==> config.mk <==
export PLATFORM = sky130hd
export DESIGN_NAME = seg_display_ctrl
export DESIGN_NICKNAME = d
export VERILOG_FILES = /design/src/rtl/seg_display_ctrl.sv
export SDC_FILE = /design/constraint.sdc
export NUM_CORES = 1
export LEC_CHECK = 0
export CAP_MARGIN = 20
export CORE_MARGIN = 5
export CORE_UTILIZATION = 35
export DETAILED_ROUTE_END_ITERATION = 8
export SLEW_MARGIN = 40
export SYNTH_ARGS = -nofsm -noshare
export SYNTH_HDL_FRONTEND = slang
export SYNTH_SLANG_ARGS = --single-unit
==> constraint.sdc <==
create_clock -name clk -period 2.4 [get_ports clk]
set_input_delay 0.6 -clock clk [delete_from_list [all_inputs] [get_ports clk]]
set_output_delay 0.6 -clock clk [all_outputs]
set_load 0.02 [all_outputs]
==> src/rtl/seg_display_ctrl.sv <==
`default_nettype none
// ============================================================================
// Module   : seg_display_ctrl
// Purpose  : Binary-to-BCD converter feeding a multiplexed 7-segment scanner.
// Revision : 1.0
// ============================================================================
module seg_display_ctrl #(
    parameter int NUM_DIGITS    = 8,
    parameter int BIN_WIDTH     = 16,
    parameter int REFRESH_BITS  = 17,
    parameter int BLANK_LEADING = 1,
    parameter int GHOST_CYCLES  = 16
) (
    input  logic                  clk,
    input  logic                  reset,
    input  logic [BIN_WIDTH-1:0]  value_in,
    input  logic                  value_valid,
    input  logic [NUM_DIGITS-1:0] dp_in,
    output logic                  ready,
    output logic                  overflow,
    output logic [6:0]            seg,
    output logic                  dp,
    output logic [7:0]            an
);

    localparam int         BCD_DIGITS = (BIN_WIDTH + 2) / 3 + 1;
    localparam int         BCD_W      = BCD_DIGITS * 4;
    localparam logic [4:0] LAST_BIT   = 5'(BIN_WIDTH - 1);
    localparam logic [2:0] LAST_IDX   = 3'(NUM_DIGITS - 1);
    localparam logic [6:0] SEG_DASH   = 7'b0111111;
    localparam logic [6:0] SEG_BLANK  = 7'h7F;

    typedef enum logic [1:0] {
        S_IDLE    = 2'd0,
        S_CONVERT = 2'd1,
        S_COMMIT  = 2'd2
    } state_t;

    state_t                  state_q, state_d;
    logic                    load_q, load_d;
    logic [4:0]              bit_cnt_q, bit_cnt_d;
    logic [BIN_WIDTH-1:0]    shift_q, shift_d;
    logic [BCD_W-1:0]        bcd_q, bcd_d;
    logic [NUM_DIGITS-1:0]   dp_lat_q, dp_lat_d;
    logic [NUM_DIGITS*4-1:0] disp_q, disp_d;
    logic [NUM_DIGITS-1:0]   dp_disp_q, dp_disp_d;
    logic                    overflow_q, overflow_d;

    logic [BCD_W-1:0]        w_bcd_adj;
    logic [NUM_DIGITS*4-1:0] w_commit;
    logic                    w_ovf;

    logic [REFRESH_BITS-1:0] scan_cnt_q;
    logic [2:0]              idx_q;
    logic [6:0]              seg_q;
    logic                    dp_q;
    logic [7:0]              an_q;

    logic                    w_on;
    logic [31:0]             w_disp8;
    logic [7:0]              w_dp8;
    logic [2:0]              w_msd;
    logic [3:0]              w_digit;
    logic [6:0]              w_seg;
    logic                    w_dp;
    logic [7:0]              w_an;

    function automatic logic [6:0] dec7(input logic [3:0] d);
        case (d)
            4'd0:    dec7 = 7'b1000000;
            4'd1:    dec7 = 7'b1111001;
            4'd2:    dec7 = 7'b0100100;
            4'd3:    dec7 = 7'b0110000;
            4'd4:    dec7 = 7'b0011001;
            4'd5:    dec7 = 7'b0010010;
            4'd6:    dec7 = 7'b0000010;
            4'd7:    dec7 = 7'b1111000;
            4'd8:    dec7 = 7'b0000000;
            4'd9:    dec7 = 7'b0010000;
            default: dec7 = SEG_BLANK;
        endcase
    endfunction

    // Double-dabble correction: any digit >= 5 gets +3 before the shift.
    always_comb begin
        w_bcd_adj = bcd_q;
        for (int i = 0; i < BCD_DIGITS; i++) begin
            if (bcd_q[i*4 +: 4] >= 4'd5) begin
                w_bcd_adj[i*4 +: 4] = bcd_q[i*4 +: 4] + 4'd3;
            end
        end
    end

    always_comb begin
        w_ovf = 1'b0;
        for (int i = NUM_DIGITS; i < BCD_DIGITS; i++) begin
            if (bcd_q[i*4 +: 4] != 4'd0) begin
                w_ovf = 1'b1;
            end
        end
    end

    generate
        for (genvar g = 0; g < NUM_DIGITS; g++) begin : g_commit
            if (g < BCD_DIGITS) begin : g_bcd
                assign w_commit[g*4 +: 4] = bcd_q[g*4 +: 4];
            end else begin : g_zero
                assign w_commit[g*4 +: 4] = 4'd0;
            end
        end
    endgenerate

    always_ff @(posedge clk) begin
        if (reset) begin
            state_q    <= S_IDLE;
            load_q     <= 1'b0;
            bit_cnt_q  <= 5'd0;
            shift_q    <= '0;
            bcd_q      <= '0;
            dp_lat_q   <= '0;
            disp_q     <= '0;
            dp_disp_q  <= '0;
            overflow_q <= 1'b0;
        end else begin
            state_q    <= state_d;
            load_q     <= load_d;
            bit_cnt_q  <= bit_cnt_d;
            shift_q    <= shift_d;
            bcd_q      <= bcd_d;
            dp_lat_q   <= dp_lat_d;
            disp_q     <= disp_d;
            dp_disp_q  <= dp_disp_d;
            overflow_q <= overflow_d;
        end
    end

    always_comb begin
        state_d    = state_q;
        load_d     = 1'b0;
        bit_cnt_d  = bit_cnt_q;
        shift_d    = shift_q;
        bcd_d      = bcd_q;
        dp_lat_d   = dp_lat_q;
        disp_d     = disp_q;
        dp_disp_d  = dp_disp_q;
        overflow_d = overflow_q;
        case (state_q)
            S_IDLE: begin
                // Value is captured on the strobe edge; conversion starts one edge later.
                if (load_q) begin
                    state_d   = S_CONVERT;
                    bit_cnt_d = 5'd0;
                    bcd_d     = '0;
                end else if (value_valid) begin
                    load_d   = 1'b1;
                    shift_d  = value_in;
                    dp_lat_d = dp_in;
                end
            end
            S_CONVERT: begin
                {bcd_d, shift_d} = {w_bcd_adj, shift_q} << 1;
                bit_cnt_d        = bit_cnt_q + 5'd1;
                if (bit_cnt_q == LAST_BIT) begin
                    state_d = S_COMMIT;
                end
            end
            S_COMMIT: begin
                disp_d     = w_commit;
                dp_disp_d  = dp_lat_q;
                overflow_d = w_ovf;
                state_d    = S_IDLE;
            end
            default: state_d = S_IDLE;
        endcase
    end

    assign ready    = (state_q == S_IDLE) && !load_q;
    assign overflow = overflow_q;

    generate
        if (GHOST_CYCLES == 0) begin : g_ghost_none
            assign w_on = 1'b1;
        end else begin : g_ghost_cmp
            localparam logic [REFRESH_BITS-1:0] GHOST_C = REFRESH_BITS'(GHOST_CYCLES);
            assign w_on = (scan_cnt_q >= GHOST_C);
        end
    endgenerate

    assign w_disp8 = 32'(disp_q);
    assign w_dp8   = 8'(dp_disp_q);
    assign w_digit = w_disp8[{idx_q, 2'b00} +: 4];

    always_comb begin
        w_msd = 3'd0;
        for (int i = 1; i < 8; i++) begin
            if (w_disp8[i*4 +: 4] != 4'd0) begin
                w_msd = 3'(i);
            end
        end
    end

    always_comb begin
        w_an = 8'hFF;
        if (w_on) begin
            w_an[idx_q] = 1'b0;
        end
        if (overflow_q) begin
            w_seg = SEG_DASH;
            w_dp  = 1'b1;
        end else begin
            w_seg = ((BLANK_LEADING != 0) && (idx_q > w_msd)) ? SEG_BLANK : dec7(w_digit);
            w_dp  = ~w_dp8[idx_q];
        end
    end

    always_ff @(posedge clk) begin
        if (reset) begin
            scan_cnt_q <= '0;
            idx_q      <= 3'd0;
            seg_q      <= SEG_BLANK;
            dp_q       <= 1'b1;
            an_q       <= 8'hFF;
        end else begin
            scan_cnt_q <= scan_cnt_q + 1'b1;
            if (scan_cnt_q == '1) begin
                idx_q <= (idx_q == LAST_IDX) ? 3'd0 : idx_q + 3'd1;
            end
            seg_q <= w_seg;
            dp_q  <= w_dp;
            an_q  <= w_an;
        end
    end

    assign seg = seg_q;
    assign dp  = dp_q;
    assign an  = an_q;

endmodule
`default_nettype wire

==> summary.txt <==
Status
  – Outcome: completed

STA
  – Maximum clock frequency: 0.443 GHz
  – Hold Vio Cnt, Final: 0
  – Rel. slew slack: 60.9%
  – Slew @ Worst Pin: 0.586 ns
  – Worst setup slack after layout: 0.141 ns
  – Crit path time final: 2.26 ns
  – Endpoints failing setup: 0
  – Max-slew violations: 0
  – Clock Skew: 0.0109 ns
  – Period utilization: 94.1%

Clock tree
  – Num CTS Buffers: 17
  – Clock Tree Root: clkbuf_16
  – Max clock buf depth: 2
  – CTS tree: built
  – Clock latency at the later pin of the worst-skew pair: 0.42 ns
  – H-tree depth: 4
  – CTS clk-pin slew, worst paths: 0.06 ns
  – Clk sinks: 132

Floorplanning
  – Chip Width: 142 µm
  – # IOs: 45
  – Core area: 17200 µm²
  – Initial core utilization: 35.6%
  – Num rows: 48
  – Die Height: 142 µm
  – Die Area: 20300 µm²

Setup path
  – CP Class: register to primary output
  – Reg2Reg Setup Slack: 0.19 ns
  – CP Cell Sequence: nor3_1, clkdlybuf4s50_1
  – Cell family with most CP delay: buffers and inverters
  – Worst Path Max Fanout: 11
  – Crit. End Element: primary output
  – Crit-path slowest cell: clkdlybuf4s50_1
  – Reg2Reg Depth: 10
  – WP data required: 1.80 ns
  – R2R Path End: seg[0]
  – Nature of the critical path startpoint: register
  – R2R Path Start: disp_q[8]
  – Critical path's largest stage delay: 0.62 ns
  – Worst Path Buf+Inv: 1
  – Worst Path Arrival: 1.66 ns
  – Crit path depth: 2

Global route
  – Largest net degree at the start of global routing: 84
  – Global-route wire length before repair: 21.8 mm
  – Total track usage: 13.1%
  – Initial antenna violation count: 0
  – Vias in the first global route: 4539
  – Overflow after GRT: 0

Final layout
  – Final #Nets: 825
  – Layout cells sized above 1: 9.85%
  – Area grow syn2layout: 20.8%
  – Core Util, Final: 43.0%
  – # diodes: 0
  – Commonest non-fill, non-tap cell in the layout: nand2_1
  – Most frequent cells in the layout: 147 x nand2_1, 132 x dfxtp_1, 69 x a21oi_1

Worst hold path
  – Worst Hold Path EP: dp_disp_q[4]
  – Hold path depth: 2
  – Beginning of the worst hold path: dp_disp_q[4]
  – Worst Hold Class: register to register

Logic synthesis
  – Asr flop ratio synth: 0%
  – Post-synth top area share: 43.0%
  – Sequential area share after synthesis: 43.0%
  – Synth Flop Type: dfxtp_1
  – Synth Net Count: 791
  – Synth area leader: dfxtp_1
  – Syn Inst Count: 735
  – Number of synthesized register bits: 132
  – Post-synth design cell area: 6140 µm²
  – Syn avg cell area: 8.35 µm²
  – Largest cells by area after synthesis: dfxtp_1 43%, nand2_1 9.0%, ha_1 5.9%, a21oi_1 5.6%, nor2_1 4.3%
  – Synth unique cells: 54
  – Synth warnings: 0
  – Post-synth EDFFs: 0

Routing
  – Number of iterations in the first detailed-routing pass: 4
  – DR iter-0 viols: 291
  – Vias post-DR: 4943
  – Avg WL per Cell: 12.8 µm
  – DRC viols: 0
  – Antenna-violating nets left: 0
  – DR vias/cell: 4.91
  – Final WL: 12.9 mm

Power
  – Max VDD drop: 481 µV
  – Power Dens Cells: 679 nW/µm²
  – LEAKAGE: 2.71 nW

Placement
  – GPL Wtd Cong: 0.780
  – Dpl ws: -0.00517 ns
  – Post-detail-place hpwl: 8.49 mm
  – Port bufs: 43

Job
  – Max Cap Viol: 0
cells in the mapped netlist, drive strengths merged (2+ instances only):
cell,n
a32oi,9
a21oi,69
a22oi,17
buf,20
and3,4
nand3,16
nor2,71
dfxtp,132
o211ai,6
ha,29
a21o,6
nand2,147
nor4,7
nand2b,13
or3,2
and4,2
clkbuf,27
o21a,2
nor3,15
nand4,3
mux2,7
o21ai,21
xor2,8
inv,25
mux2i,16
o22ai,4
and2,3
nor2b,8
xnor2,18
a311oi,15
final cells by class:
| cell class | instances | area, µm² |
|---|---|---|
| Fill cell | 1702 | 9820 |
| Multi-Input combinational cell | 531 | 3220 |
| Inverter | 25 | 93.8 |
| Clock inverter | 14 | 126 |
| Sequential cell | 132 | 2640 |
| Clock buffer | 18 | 439 |
| Tap cell | 225 | 282 |
| Timing Repair Buffer | 62 | 608 |
layer usage:
metal	track usage (%)	up-vias	wire, µm
li1	-	2588	-
met1	18.0	2268	6380
met3	3.76	13	554
met4	4.65	0	151
met5	0	-	0
met2	19.7	74	5820
report_power, final:
part	switching [mW]	internal (mW)
sequential	0.0287	2.24
combinational	0.169	0.123
clock	1.01	1.46
total	1.21	3.82
kinds of logic after synthesis:
kind of cell / share of synthesized area [%]
simple gates: 21.5
compound gates: 16.5
flops: 43.0
fa+ha+maj: 5.91
other cells: 0.0611
buf+inv: 5.26
xor+xnor: 3.71
mux: 4.08
state kept, by name (all words and copies together), names as in the netlist:
register and flops:
an 8, idx_q 3, bcd_q 28, shift_q 16, disp_q 28, load_q 1, seg 7, dp_lat_q 8
scan_cnt_q 17, bit_cnt_q 5, dp 1, state_q 2, dp_disp_q 8
worst max-delay path by stage:
stage	end	startpoint
6_report	ready	state_q[1]
5_1_grt	seg[5]	disp_q[8]
4_1_cts	seg[5]	disp_q[20]
3_5_place_dp	seg[5]	disp_q[20]
3_3_place_gp	seg[3]	disp_q[20]
2_1_floorplan	seg[5]	disp_q[27]
stage by stage:
step                       TNS, ns  power, mW  cell area, µm²  cells  hold slack, ns
after floorplan                  0       2.49            6140    735           0.431
after global placement           0       2.61            6810    975           0.444
after detailed placement  -0.00649       2.61            6810    975           0.447
after CTS                        0       5.10            7380   1007           0.457
after global routing        -0.420       5.24            7410   1007           0.481
final                            0       5.04            7410   1007           0.452
worst min-delay path, delay by kind of cell (launching register included):
family | cells | cell delay [ns]
AO/OA/AOI/OAI | 1 | 0.05
AND/OR/NAND/NOR | 1 | 0.05
flip-flops | 1 | 0.31
repair_timing:
action                                 CTS  global route
hold buffers                             0             0
setup endpoints to repair                2             7
endpoints found under the hold margin    0             0
resized for setup                        1             6
setup buffers                            0             0
pin swaps                                0             1
Note: power is estimated with default switching activity, not from simulation.
